$ cat src/rtl/demosaic_scan_ctrl_if.sv
// Handshake/bus bundle between the demosaic frame sequencer and the filter/output store.
// The master side is the sequencer; the slave side is the surrounding datapath.
interface demosaic_scan_ctrl_if #(
  parameter int XW = 6,
  parameter int YW = 5
);
  logic          start;
  logic          busy;
  logic          done;
  logic          issue_valid;
  logic [XW-1:0] addr_x;
  logic [YW-1:0] addr_y;
  logic [1:0]    lateral;
  logic [1:0]    vertical;
  logic [1:0]    color;
  logic          out_ready;
  logic          wr_en;
  logic [XW-1:0] wr_x;
  logic [YW-1:0] wr_y;

  modport master (
    input  start, out_ready,
    output busy, done, issue_valid, addr_x, addr_y, lateral, vertical, color,
    output wr_en, wr_x, wr_y
  );

  modport slave (
    output start, out_ready,
    input  busy, done, issue_valid, addr_x, addr_y, lateral, vertical, color,
    input  wr_en, wr_x, wr_y
  );
endinterface

$ cat src/rtl/demosaic_scan_ctrl.sv
// Raster-scan sequencer for the Bayer 3x3 demosaic filter: issues centre-pixel addresses
// with edge/colour classes and delay-matches the write address to the RGBA output store.
module demosaic_scan_ctrl #(
  parameter int WIDTH        = 40,
  parameter int HEIGHT       = 30,
  parameter int PIPE_LATENCY = 1,
  parameter int XW           = 6,
  parameter int YW           = 5
) (
  input  logic                clk,
  input  logic                reset,
  demosaic_scan_ctrl_if.master bus
);

  typedef enum logic [1:0] {S_IDLE, S_RUN, S_DRAIN, S_DONE} state_t;

  localparam logic [XW-1:0] X_LAST = XW'(WIDTH - 1);
  localparam logic [YW-1:0] Y_LAST = YW'(HEIGHT - 1);

  state_t        r_state;
  state_t        w_next;
  logic [XW-1:0] r_x;
  logic [YW-1:0] r_y;
  logic          r_done;

  logic          r_vld_p [PIPE_LATENCY];
  logic [XW-1:0] r_x_p   [PIPE_LATENCY];
  logic [YW-1:0] r_y_p   [PIPE_LATENCY];

  logic          w_tail_vld;
  logic          w_stall;
  logic          w_wr_en;
  logic          w_last_issue;
  logic          w_last_write;
  logic          w_advance;
  logic          w_launch;
  logic          w_busy;
  logic          w_issue_valid;
  logic [1:0]    w_lateral;
  logic [1:0]    w_vertical;
  logic [1:0]    w_color;

  assign w_tail_vld   = r_vld_p[PIPE_LATENCY-1];
  assign w_stall      = w_tail_vld & ~bus.out_ready;
  assign w_wr_en      = w_tail_vld & bus.out_ready;
  assign w_last_issue = (r_x == X_LAST) && (r_y == Y_LAST);
  assign w_last_write = w_wr_en && (r_x_p[PIPE_LATENCY-1] == X_LAST)
                                && (r_y_p[PIPE_LATENCY-1] == Y_LAST);
  assign w_advance    = ~w_stall && ((r_state == S_RUN) || (r_state == S_DRAIN));
  assign w_launch     = ((r_state == S_IDLE) || (r_state == S_DONE)) && bus.start;

  always_ff @(posedge clk) begin
    if (reset) r_state <= S_IDLE;
    else       r_state <= w_next;
  end

  always_comb begin
    w_next = r_state;
    case (r_state)
      S_IDLE,
      S_DONE:  if (bus.start) w_next = S_RUN;
      S_RUN:   if (!w_stall && w_last_issue) w_next = S_DRAIN;
      S_DRAIN: if (w_last_write) w_next = S_DONE;
      default: w_next = S_IDLE;
    endcase
  end

  always_comb begin
    w_busy        = (r_state == S_RUN) || (r_state == S_DRAIN);
    w_issue_valid = (r_state == S_RUN);
    w_lateral     = (r_x == '0) ? 2'd0 : ((r_x == X_LAST) ? 2'd2 : 2'd1);
    w_vertical    = (r_y == '0) ? 2'd0 : ((r_y == Y_LAST) ? 2'd2 : 2'd1);
    // Bayer phase {x[0],y[0]} remapped onto the filter's colour-class encoding
    case ({r_x[0], r_y[0]})
      2'b00:   w_color = 2'd0;
      2'b11:   w_color = 2'd1;
      2'b10:   w_color = 2'd2;
      default: w_color = 2'd3;
    endcase
  end

  // Raster counters: the last pixel is held through DRAIN/DONE so no address leaves the frame
  always_ff @(posedge clk) begin
    if (reset) begin
      r_x <= '0;
      r_y <= '0;
    end else if (w_launch) begin
      r_x <= '0;
      r_y <= '0;
    end else if ((r_state == S_RUN) && !w_stall && !w_last_issue) begin
      if (r_x == X_LAST) begin
        r_x <= '0;
        r_y <= r_y + 1'b1;
      end else begin
        r_x <= r_x + 1'b1;
      end
    end
  end

  // Write-address delay line; bubbles carry the held address so the tail stays in range
  always_ff @(posedge clk) begin
    if (reset) begin
      for (int i = 0; i < PIPE_LATENCY; i++) begin
        r_vld_p[i] <= 1'b0;
        r_x_p[i]   <= '0;
        r_y_p[i]   <= '0;
      end
    end else if (w_advance) begin
      r_vld_p[0] <= (r_state == S_RUN);
      r_x_p[0]   <= r_x;
      r_y_p[0]   <= r_y;
      for (int i = 1; i < PIPE_LATENCY; i++) begin
        r_vld_p[i] <= r_vld_p[i-1];
        r_x_p[i]   <= r_x_p[i-1];
        r_y_p[i]   <= r_y_p[i-1];
      end
    end
  end

  always_ff @(posedge clk) begin
    if (reset) r_done <= 1'b0;
    else       r_done <= (r_state == S_DRAIN) && w_last_write;
  end

  assign bus.busy        = w_busy;
  assign bus.done        = r_done;
  assign bus.issue_valid = w_issue_valid;
  assign bus.addr_x      = r_x;
  assign bus.addr_y      = r_y;
  assign bus.lateral     = w_lateral;
  assign bus.vertical    = w_vertical;
  assign bus.color       = w_color;
  assign bus.wr_en       = w_wr_en;
  assign bus.wr_x        = r_x_p[PIPE_LATENCY-1];
  assign bus.wr_y        = r_y_p[PIPE_LATENCY-1];

endmodule

$ cat src/flat_wrapper.sv
// flat-port wrapper written by rule: the top's interface ports become plain ports
module demosaic_scan_ctrl_flat 
#(
  parameter int WIDTH        = 40,
  parameter int HEIGHT       = 30,
  parameter int PIPE_LATENCY = 1,
  parameter int XW           = 6,
  parameter int YW           = 5
)
  (clk, reset, bus_start, bus_out_ready, bus_busy, bus_done, bus_issue_valid, bus_addr_x, bus_addr_y, bus_lateral, bus_vertical, bus_color, bus_wr_en, bus_wr_x, bus_wr_y);
  demosaic_scan_ctrl_if #(.XW(XW), .YW(YW)) bus_i ();
  input  logic clk;
  input  logic reset;
  input wire logic [$bits(bus_i.start)-1:0] bus_start;
  input wire logic [$bits(bus_i.out_ready)-1:0] bus_out_ready;
  output wire logic [$bits(bus_i.busy)-1:0] bus_busy;
  output wire logic [$bits(bus_i.done)-1:0] bus_done;
  output wire logic [$bits(bus_i.issue_valid)-1:0] bus_issue_valid;
  output wire logic [$bits(bus_i.addr_x)-1:0] bus_addr_x;
  output wire logic [$bits(bus_i.addr_y)-1:0] bus_addr_y;
  output wire logic [$bits(bus_i.lateral)-1:0] bus_lateral;
  output wire logic [$bits(bus_i.vertical)-1:0] bus_vertical;
  output wire logic [$bits(bus_i.color)-1:0] bus_color;
  output wire logic [$bits(bus_i.wr_en)-1:0] bus_wr_en;
  output wire logic [$bits(bus_i.wr_x)-1:0] bus_wr_x;
  output wire logic [$bits(bus_i.wr_y)-1:0] bus_wr_y;
  assign bus_i.start = bus_start;
  assign bus_i.out_ready = bus_out_ready;
  assign bus_busy = bus_i.busy;
  assign bus_done = bus_i.done;
  assign bus_issue_valid = bus_i.issue_valid;
  assign bus_addr_x = bus_i.addr_x;
  assign bus_addr_y = bus_i.addr_y;
  assign bus_lateral = bus_i.lateral;
  assign bus_vertical = bus_i.vertical;
  assign bus_color = bus_i.color;
  assign bus_wr_en = bus_i.wr_en;
  assign bus_wr_x = bus_i.wr_x;
  assign bus_wr_y = bus_i.wr_y;
  demosaic_scan_ctrl #(.WIDTH(WIDTH), .HEIGHT(HEIGHT), .PIPE_LATENCY(PIPE_LATENCY), .XW(XW), .YW(YW)) u_core (.clk(clk), .reset(reset), .bus(bus_i));
endmodule
$ cat config.mk
export PLATFORM = sky130hd
export DESIGN_NAME = demosaic_scan_ctrl_flat
export DESIGN_NICKNAME = d
export VERILOG_FILES = /design/src/rtl/demosaic_scan_ctrl_if.sv /design/src/rtl/demosaic_scan_ctrl.sv /design/src/flat_wrapper.sv
export SDC_FILE = /design/constraint.sdc
export NUM_CORES = 1
export LEC_CHECK = 0
export CORE_AREA = 2 2 71 73
export CTS_CLUSTER_DIAMETER = 80
export DETAILED_ROUTE_END_ITERATION = 8
export DIE_AREA = 0 0 73 75
export GPL_ROUTABILITY_DRIVEN = 0
export PLACE_DENSITY = 0.5
export SYNTH_ARGS = -nofsm -noshare
export SYNTH_HDL_FRONTEND = slang
export SYNTH_SLANG_ARGS = --single-unit
$ cat constraint.sdc
create_clock -name clk -period 5.5 [get_ports clk]
set_clock_uncertainty 0.2 [all_clocks]
set_input_delay 1.1 -clock clk [delete_from_list [all_inputs] [get_ports clk]]
set_output_delay 1.1 -clock clk [all_outputs]
set_load 0.02 [all_outputs]
# Word level (Yosys, flattened, before mapping)
# Memories as Yosys holds them, arrays and structs flattened.
# Cells that the tools add are included.
# word_totals
ram_bits	12
memories	3
wordCells	70
output_inout_bits	32
regBits	14
# memory_table
name	words	word_bits	read_ports	rd_clocked_by_memory_dff	wr	line	rtl
u_core.r_x_p	1	6	1	0	1	demosaic_scan_ctrl.sv:27	logic [XW-1:0] r_x_p [PIPE_LATENCY];
u_core.r_y_p	1	5	1	0	1	demosaic_scan_ctrl.sv:28	logic [YW-1:0] r_y_p [PIPE_LATENCY];
u_core.r_vld_p	1	1	1	0	1	demosaic_scan_ctrl.sv:26	logic r_vld_p [PIPE_LATENCY];
# classes
add_sub_neg	2
eq_ne	12
mux	21
n_bitwise	4
reduce_logical	24
# op_table
cell	count
2-bit two-way mux	7
6-bit equality test, second input constant	2
6-bit two-way mux	2
2-bit one-hot mux with 3 select lines	2
5-bit equality test, second input constant	2
1-bit logical AND	9
1-bit two-way mux	9
2-bit equality test, second input constant	4
6-bit by 1-bit adder with 6-bit output, second input constant	1
6-bit zero test	1
6-bit OR reduction	1
5-bit by 1-bit adder with 5-bit output, second input constant	1
5-bit zero test	1
5-bit two-way mux	1
5-bit OR reduction	1
2-bit zero test	2
2-bit by 1-bit inequality test with 1-bit output, second input constant	2
2-bit OR reduction	2
3-bit AND reduction	1
1-bit bitwise AND	2
2-bit by 1-bit equality test with 1-bit output, second input constant	1
1-bit zero test	2
1-bit logical OR	2
2-bit inequality test, second input constant	1
other kinds (3)	4

# Depth between registers and ports, before layout
# Gate-level depths: netlist (run 1).
# logic_depth
word_depth	9
ltp_mapped	8
depth_no_buf	8

# Least setup slack after synthesis (run 1)
# Ideal clock, no wire load.
# synth_path
path_kind	flip-flop to output port
from	reg u_core.r_y[1], in the netlist u_core.bus.addr_y[1]
to	out bus_vertical[0]
t_required_ps	4200
setup_slack_ps	2727
t_arrival_ps	1473
stages_incl_launch_ff	6
path_cell_list	dfxtp_1 -> inv_1 -> ha_1 -> nand4_2 -> clkinv_1 -> nor2_1
# synth_between
elab_chain_len	3
# synth_lines
element	line	rtl
start, declared	demosaic_scan_ctrl.sv:23	logic [YW-1:0] r_y;
start signal, assigned	demosaic_scan_ctrl.sv:93	r_y <= r_y + 1'b1;
5-bit equality test	demosaic_scan_ctrl.sv:72	w_vertical = (r_y == '0) ? 2'd0 : ((r_y == Y_LAST) ? 2'd2 : 2'd1);
2-bit two-way mux	demosaic_scan_ctrl.sv:72	
2-bit two-way mux *	demosaic_scan_ctrl.sv:72	
end, declared	flat_wrapper.sv:22	output wire logic [$bits(bus_i.vertical)-1:0] bus_vertical;
# Every way passes the cells marked *; elsewhere a longest branch is shown, timed or not.

# Final worst setup path (run 1)
# layout_path
from	in bus_out_ready
to	out bus_wr_en
# layout_between
elab_chain_len	1
# layout_lines
element	line	rtl
start, declared	flat_wrapper.sv:15	input wire logic [$bits(bus_i.out_ready)-1:0] bus_out_ready;
1-bit bitwise AND	demosaic_scan_ctrl.sv:45	assign w_wr_en = w_tail_vld & bus.out_ready;
end, declared	flat_wrapper.sv:24	output wire logic [$bits(bus_i.wr_en)-1:0] bus_wr_en;
# Every way passes these cells.

==> run summary, run 1 <==
CP Max Fanout - 3
most common cell in the netlist - dfxtp_1
WL/cell - 14.0 um
Critical Path Source Type - input port
layout cells sized above 1 - 8.33%
Die Span Y - 75 um
placed wire-length estimate - 2400 um
Overflow after GRT - 0
switching share of power - 36.6%
Tcrit/Tclk final - 66.3%
# DRC - 0
crit path kind - in2out
Post-synth EDFFs - 12
post-synth top area cell - edfxtp_1
crit path time final - 3.65 ns
Clock Tree Root - clkbuf_8
Die ar. - 5480 sq um
CP startpoint - bus_out_ready
top post-synthesis cells by count - dfxtp_1, edfxtp_1, inv_1, nor2_1
DRT iter0 DRCs - 36
Post-Synthesis Cells - 131
Syn Std Cell Area - 1370 sq um
vias in the first global route - 1069
Top-Level Pins - 36
Setup Fix Bufs, Post-CTS - 0
Num CTS Buffers - 3
sequential power share - 41.0%
RSZ-0062 raised after global routing - no
switching power - 0.000243 W
P_int - 0.000421 W
Worst VDD drop - 0.0000977 V
Syn Nets - 144
fraction of registers with async set or reset after synthesis - 0%
via count - 1057
Final Hold Viols - 0
Clock Latency Late Sink - 0.26 ns
outcome - completed
post-CTS sizing - 0
final antenna diode count - 0
CP Capture Type - output port
dpl cell area - 1780 sq um
cts hold-fix bufs - 0
Hold WC Path Type - reg2reg
Fill cells - 466
yosys warns - 0
Final #Nets - 182
Via density - 4.76
max-slew headroom at the worst pin - 61.3%
critical path arrival - 2.35 ns
Worst-Margin Slew - 0.576 ns
number of H-tree levels - 1
synth unique cells - 39
Slew Viols, Final - 0
Clock power frac - 16.1%
sequential cell area - 641 sq um
max-cap violations - 0
Clock Pin Slew Worst Setup and Hold Paths - 0.08 ns
initial antenna violation count - 0
hold path startpoint - u_core.r_state[1]
Layout area overhead - 33.6%
post-route ant nets - 0
FP Rows - 25
Power per Cell Area - 363 nW/um^2
post-layout util - 39.2%
Initial Util - 29.3%
register area share after synthesis - 46.9%
Total Routing Usage GR - 12.5%
first-pass GRT wire length - 5240 um
ys flop type - dfxtp_1
Area contributors post-synth - edfxtp_1, dfxtp_1, ha_1
worst endpoint required time - 4.20 ns
design area - 1830 sq um
R2R Path Start - u_core.bus.addr_y[0]
Final Routed Wirelength - 3110 um
Leak - 0.707 nW
Mean Syn Cell Area - 10.4 sq um
CTS tree - built
setup_tns - 0 ns
core box area - 4660 sq um
Max Clk Rate - 274 MHz
clock sink total - 26
Die Wd - 73 um
clk buf depth - 2
total iterations of the first detailed-routing run - 4
IO Port Bufs - 35
logic gate share of total power - 42.9%
Multi-input gate area - 669 sq um
#FFs+latches synth - 26
Synth top area share - 26.4%
setup violators final - 0
largest net degree at the start of global routing - 15
worst max-delay path, cell delays in order:
cell and delay, ns:
clkdlybuf4s50_1 0.50, and2_1 0.15, clkdlybuf4s50_1 0.60
flip-flops by register name, indices dropped and copies added (netlist names):
register and flops:
u_core.bus.addr_x 6, u_core.bus.addr_y 5, u_core.bus.done 1, u_core.r_state 2, u_core.r_vld_p 1, u_core.r_x_p 6, u_core.r_y_p 5
logic make-up after synthesis:
| group | after synthesis | share of synthesized area (%) |
|---|---|---|
| DFF | 26 | 46.9 |
| xor gates and xnor gates | 7 | 4.49 |
| adders and majority gates | 9 | 8.24 |
| and+or+nand+nor | 61 | 29.1 |
| AOI/OAI and AO/OA | 13 | 7.14 |
| buffers and inverters | 15 | 4.12 |
routing by layer:
metal | up-vias | wire [um] | global-route usage (%)
met5 | - | 0 | 0
met4 | 0 | 39 | 4.32
met3 | 4 | 146 | 2.41
met2 | 27 | 1450 | 20.3
met1 | 486 | 1470 | 16.7
li1 | 540 | - | -
cell type report:
| cell class | count | share of cell area [%] |
|---|---|---|
| clock buffer | 3 | 2.26 |
| tap | 54 | 3.70 |
| sequential | 26 | 35.1 |
| inverter | 12 | 2.47 |
| multi-input combinational | 90 | 36.7 |
| clock inverter | 1 | 0.206 |
| timing repair buffer | 36 | 19.6 |
placed cells by master, fill, tap and decap left out, drive strengths merged, types with 2 or more instances in the layout:
| master | count |
|---|---|
| xnor2 | 5 |
| nor2 | 11 |
| nand4 | 5 |
| clkbuf | 3 |
| a21oi | 4 |
| clkinv | 2 |
| clkdlybuf4s50 | 35 |
| o21ai | 3 |
| nand2 | 9 |
| nor3b | 2 |
| nor3 | 4 |
| nor4 | 7 |
| ha | 9 |
| dfxtp | 14 |
| xor2 | 2 |
| nand3 | 3 |
| and2 | 9 |
| inv | 11 |
| edfxtp | 12 |
| and3 | 2 |
| nand2b | 2 |
power by group through the flow:
stage / clock (W) / sequential (W) / combinational [W]
6_report: 0.000107 / 0.000272 / 0.000285
5_1_grt: 0.000122 / 0.000278 / 0.000310
4_1_cts: 0.000113 / 0.000272 / 0.000286
3_5_place_dp: 0 / 0.000277 / 0.000286
3_3_place_gp: 0 / 0.000275 / 0.000284
2_1_floorplan: 0 / 0.000314 / 0.000128
metrics by stage:
stage,setup slack (ns),power [W],cells,hold slack (ns)
CTS,1.85,0.000671,222,0.343
floorplan,2.73,0.000443,131,0.296
detailed placement,1.86,0.000563,218,0.321
finish,1.85,0.000663,222,0.337
global placement,1.88,0.000559,218,0.316
global route,1.81,0.000710,222,0.372
final timing paths:
kind / slack (ns) / cells after the start / end
setup reg to reg: 3.47 / 7 / u_core.r_state[0]
setup / recovery: 1.85 / 3 / bus_wr_en
hold reg to reg: 0.34 / 1 / u_core.r_state[1]
hold / removal: 0.34 / 1 / u_core.r_state[1]
No activity file was read; power rests on OpenSTA's default activity.
==> inputs of run 2 (changes only) <==
==> constraint.sdc (replaced) <==
create_clock -name clk -period 3.8 [get_ports clk]
set_clock_uncertainty 0.2 [all_clocks]
set_input_delay 0.76 -clock clk [delete_from_list [all_inputs] [get_ports clk]]
set_output_delay 0.76 -clock clk [all_outputs]
set_load 0.02 [all_outputs]
==> run summary, run 2 (synthesis gave the netlist of run 1 again) <==
Via density - 4.79 (+0.57%)
crit path kind - reg2out
delay of the slowest cell on the worst path - 0.60 ns (about the same)
Layout area overhead - 33.6% (unchanged)
Top-Level Pins - 36 (unchanged)
IO Port Bufs - 35 (unchanged)
Max Clk Rate - 328 MHz
clk buf depth - 2 (unchanged)
FP Rows - 25 (unchanged)
Clock Tree Root - clkbuf_8
Die ar. - 5480 sq um (unchanged)
Worst-Margin Slew - 0.506 ns (-0.0703 ns)
Die Span Y - 75 um (unchanged)
layout cells sized above 1 - 8.33% (unchanged)
switching share of power - 36.3% (-0.28 points)
Clock Pin Slew Worst Setup and Hold Paths - 0.09 ns (about the same)
first-pass GRT wire length - 4960 um (-5.3%)
largest net degree at the start of global routing - 15 (unchanged)
Critical Path Source Type - flip-flop
total iterations of the first detailed-routing run - 4 (unchanged)
post-route ant nets - 0 (unchanged)
placed wire-length estimate - 2360 um (-1.5%)
WL/cell - 13.5 um (-3.6%)
logic gate share of total power - 42.9% (about the same)
max-slew headroom at the worst pin - 66.0% (+4.7 points)
r2r worst-path depth - 7 (unchanged)
Clock power frac - 16.0% (about the same)
post-layout util - 39.2% (unchanged)
P_int - 0.000609 W (+45%)
CP Max Fanout - 9 (+6)
worst endpoint required time - 2.84 ns (-1.36 ns)
crit path time final - 3.05 ns
Overall Power - 0.000955 W (+44%)
DRT iter0 DRCs - 37 (+2.8%)
via count - 1063 (+0.57%)
commonest cells after routing, fill and taps aside - clkdlybuf4s50_1, dfxtp_1, edfxtp_1, inv_1, nor2_1
initial antenna violation count - 0 (unchanged)
Hold WC Path Type - reg2reg
Final #Nets - 182 (unchanged)
number of H-tree levels - 1 (unchanged)
Initial Util - 29.3% (unchanged)
hold path startpoint - u_core.r_state[1]
dpl ws - 0.838 ns (-1.02 ns)
hold path endpoint - u_core.r_state[1]
Critical Path, Cell by Cell - ha_1 > and4bb_4 > nand2_4 > inv_2 > clkdlybuf4s50_1
Clock Latency Late Sink - 0.26 ns (about the same)
Final Routed Wirelength - 3000 um (-3.6%)
Final Hold Viols - 0 (unchanged)
outcome - completed
critical path's top delay family - buffers and inverters
design area - 1830 sq um (unchanged)
Worst VDD drop - 0.000186 V (+90%)
switching power - 0.000347 W (+43%)
R2R Path Start - u_core.bus.addr_y[0]
CP Capture Type - output port
Total Routing Usage GR - 11.8% (-0.66 points)
CP max stage cell - clkdlybuf4s50_1
WP buf/inv - 2 (unchanged)
RR Endpoint - u_core.r_state[0]
final antenna diode count - 0 (unchanged)
r2r setup slk - 1.77 ns (-1.70 ns)
Die Wd - 73 um (unchanged)
sequential power share - 41.1% (about the same)
fin worst setup slack - 0.752 ns (-1.10 ns)
max-cap violations - 0 (unchanged)
core box area - 4660 sq um (unchanged)
post-CTS sizing - 0 (unchanged)
Slew Viols, Final - 0 (unchanged)
Power per Cell Area - 523 nW/um^2 (+44%)
most common cell after layout, fill and taps aside - clkdlybuf4s50_1
cts hold-fix bufs - 0 (unchanged)
hold path depth - 1 (unchanged)
setup_tns - 0 ns (unchanged)
clock sink total - 26 (unchanged)
dpl cell area - 1780 sq um (unchanged)
Overflow after GRT - 0 (unchanged)
vias in the first global route - 1048 (-2.0%)
Leak - 0.707 nW (unchanged)
Setup Fix Bufs, Post-CTS - 0 (unchanged)
CTS tree - built
critical path arrival - 2.09 ns (-0.26 ns)
Tcrit/Tclk final - 80.2%
CP startpoint - u_core.bus.addr_x[0]
# DRC - 0 (unchanged)
RSZ-0062 raised after global routing - no
Num CTS Buffers - 3 (unchanged)
setup violators final - 0 (unchanged)
run 2: cell type report:
| type | instances | area [sq um] |
|---|---|---|
| Sequential cell | 26 | 641 |
| Timing Repair Buffer | 36 | 358 |
| Tap cell | 54 | 67.6 |
| Multi-Input combinational cell | 90 | 669 |
| Clock inverter | 1 | 3.75 |
| Inverter | 12 | 45.0 |
| Clock buffer | 3 | 41.3 |
| Fill cell | 465 | 2840 |
run 2: how the worst max path moves through the flow:
stage                           end  slack [ns]  cells past startpoint
CTS                  bus_lateral[1]        0.76                      5
global placement          bus_wr_en        0.86                      3
global route        bus_vertical[0]        0.63                      6
detailed placement        bus_wr_en        0.84                      3
floorplan           bus_vertical[0]        1.37                      5
finish               bus_lateral[1]        0.75                      5
run 2: routing by layer:
metal | track usage, % | vias up | part of all wire (%)
met4 | 3.70 | 0 | 0.73
met5 | 0 | - | 0
met3 | 2.01 | 2 | 3.9
met2 | 20.2 | 27 | 47
li1 | - | 544 | -
met1 | 15.4 | 490 | 49
run 2: power groups by stage:
stage / registers, W / clock network, W / logic [W]
after floorplan: 0.000455 / 0 / 0.000186
after global placement: 0.000398 / 0 / 0.000411
after detailed placement: 0.000401 / 0 / 0.000413
after CTS: 0.000394 / 0.000161 / 0.000414
after global routing: 0.000401 / 0.000172 / 0.000446
final: 0.000393 / 0.000153 / 0.000410
run 2: metrics by stage:
step,hold slack [ns],cells
finish,0.337,222
global route,0.364,222
CTS,0.343,222
detailed placement,0.321,218
global placement,0.316,218
floorplan,0.296,131
==> variant: new RTL, flow settings as in run 2 <==
`YW` is set to 5 in 3 places; all go to 10.
--- a/src/rtl/demosaic_scan_ctrl_if.sv
+++ b/src/rtl/demosaic_scan_ctrl_if.sv
@@ -3,5 +3,5 @@
 interface demosaic_scan_ctrl_if #(
   parameter int XW = 6,
-  parameter int YW = 5
+  parameter int YW = 10
 );
   logic          start;
--- a/src/rtl/demosaic_scan_ctrl.sv
+++ b/src/rtl/demosaic_scan_ctrl.sv
@@ -6,5 +6,5 @@
   parameter int PIPE_LATENCY = 1,
   parameter int XW           = 6,
-  parameter int YW           = 5
+  parameter int YW           = 10
 ) (
   input  logic                clk,
--- a/src/flat_wrapper.sv
+++ b/src/flat_wrapper.sv
@@ -6,5 +6,5 @@
   parameter int PIPE_LATENCY = 1,
   parameter int XW           = 6,
-  parameter int YW           = 5
+  parameter int YW           = 10
 )
   (clk, reset, bus_start, bus_out_ready, bus_busy, bus_done, bus_issue_valid, bus_addr_x, bus_addr_y, bus_lateral, bus_vertical, bus_color, bus_wr_en, bus_wr_x, bus_wr_y);
Interface: changed (resized bus_addr_y and bus_wr_y); port bits go from 36 to 46. The function was not compared with the original's and may differ.
==> variant against run 2 <==
Sequential cell count is 10 higher. Fmax is 3.1% lower. Wire length is 38% higher. Die area stayed put. Cell area is 32% higher. Total power is 28% higher. Area after synthesis is 33% higher. Sequential power is 31% higher. Clock power is 73% higher. Setup slack worse by 97 ps. Largest cell class is now registers.
==> variant: results (changes against run 2) <==
Post-Route WL - 4121 um (was 2995 um)
Placed Cells - 272 (was 218)
post-route insts no fill - 280 (was 222)
adder-cell share of the synthesized area - 6.220% (was 8.242%)
Placement Setup Slack - 833.1 ps (was 837.6 ps)
Skew-Pair Late Insertion Delay - 290 ps (was 260 ps)
top fanout value on the critical path - 6 (was 9)
post-synthesis mux area share - 1.175% (was 0%)
worst reg2reg path endpoint - u_core.r_state[1] (was u_core.r_state[0])
H-tree depth - 2 (was 1)
register area share after synthesis - 49.21% (was 46.89%)
Critical Path Sink - bus_vertical[0] (was bus_lateral[1])
unique cell type count in the Yosys netlist - 40 (was 39)
Synth Instances - 177 (was 131)
DRT iter0 DRCs - 71 (was 37)
leakage - 0.8811 nW (was 0.7069 nW)
largest net degree at the start of global routing - 18 (was 15)
Worst-path clk slew - 70 ps (was 90 ps)
status - completed (unchanged)
Post-synth EDFFs - 17 (was 12)
first-pass GRT wire length - 6679 um (was 4961 um)
fillers - 435 (was 465)
Worst Reg2Reg Path Length in Cells - 6 (was 7)
Reg2Reg Setup Slack - 1380 ps (was 1770 ps)
Mapped Nets - 190 (was 144)
share of layout cells above drive strength 1 - 6.195% (was 8.333%)
variant: metal layers:
metal	up-vias	wire, um
met4	0	42
met1	658	2009
met3	4	202
met2	44	1867
met5	-	0
li1	723	-
variant: worst max-delay path: stages (launching register included):
cell and delay (ps):
dfxtp_1 370, or4_1 570, nor2_1 290, nand2_1 110, clkdlybuf4s50_1 550
variant: area by class of cell:
class                   instances  share of cell area (%)
repair buffers                 47                   19.39
flip-flops and latches         36                   37.10
inverters                      12                   1.876
well taps                      54                   2.814
multi-input cells             123                   35.33
clock buffers                   6                   3.022
clock inverters                 2                  0.4690
variant: per-stage QoR:
| stage | total power, mW | cell area (um2) |
|---|---|---|
| final | 1.227 | 2401 |
| after detailed placement | 0.9755 | 2317 |
| after global placement | 0.9656 | 2317 |
| after global routing | 1.294 | 2401 |
| after CTS | 1.239 | 2401 |
| after floorplan | 0.7807 | 1810 |
variant: worst min path at each step:
stage / start / to / slack (ps) / cells after the start
detailed placement: u_core.r_state[0] / u_core.r_state[0] / 300 / 2
finish: u_core.r_state[0] / u_core.r_state[0] / 330 / 2
global placement: u_core.r_state[0] / u_core.r_state[0] / 290 / 2
floorplan: u_core.r_state[0] / u_core.r_state[0] / 270 / 2
CTS: u_core.r_state[0] / u_core.r_state[0] / 310 / 2
global route: u_core.r_state[0] / u_core.r_state[0] / 360 / 2
variant: power breakdown:
part	internal, mW	leakage, nW	switching (mW)
logic	0.185	0.506	0.263
clock network	0.127	0.0388	0.137
registers	0.482	0.336	0.0328
total	0.795	0.881	0.433
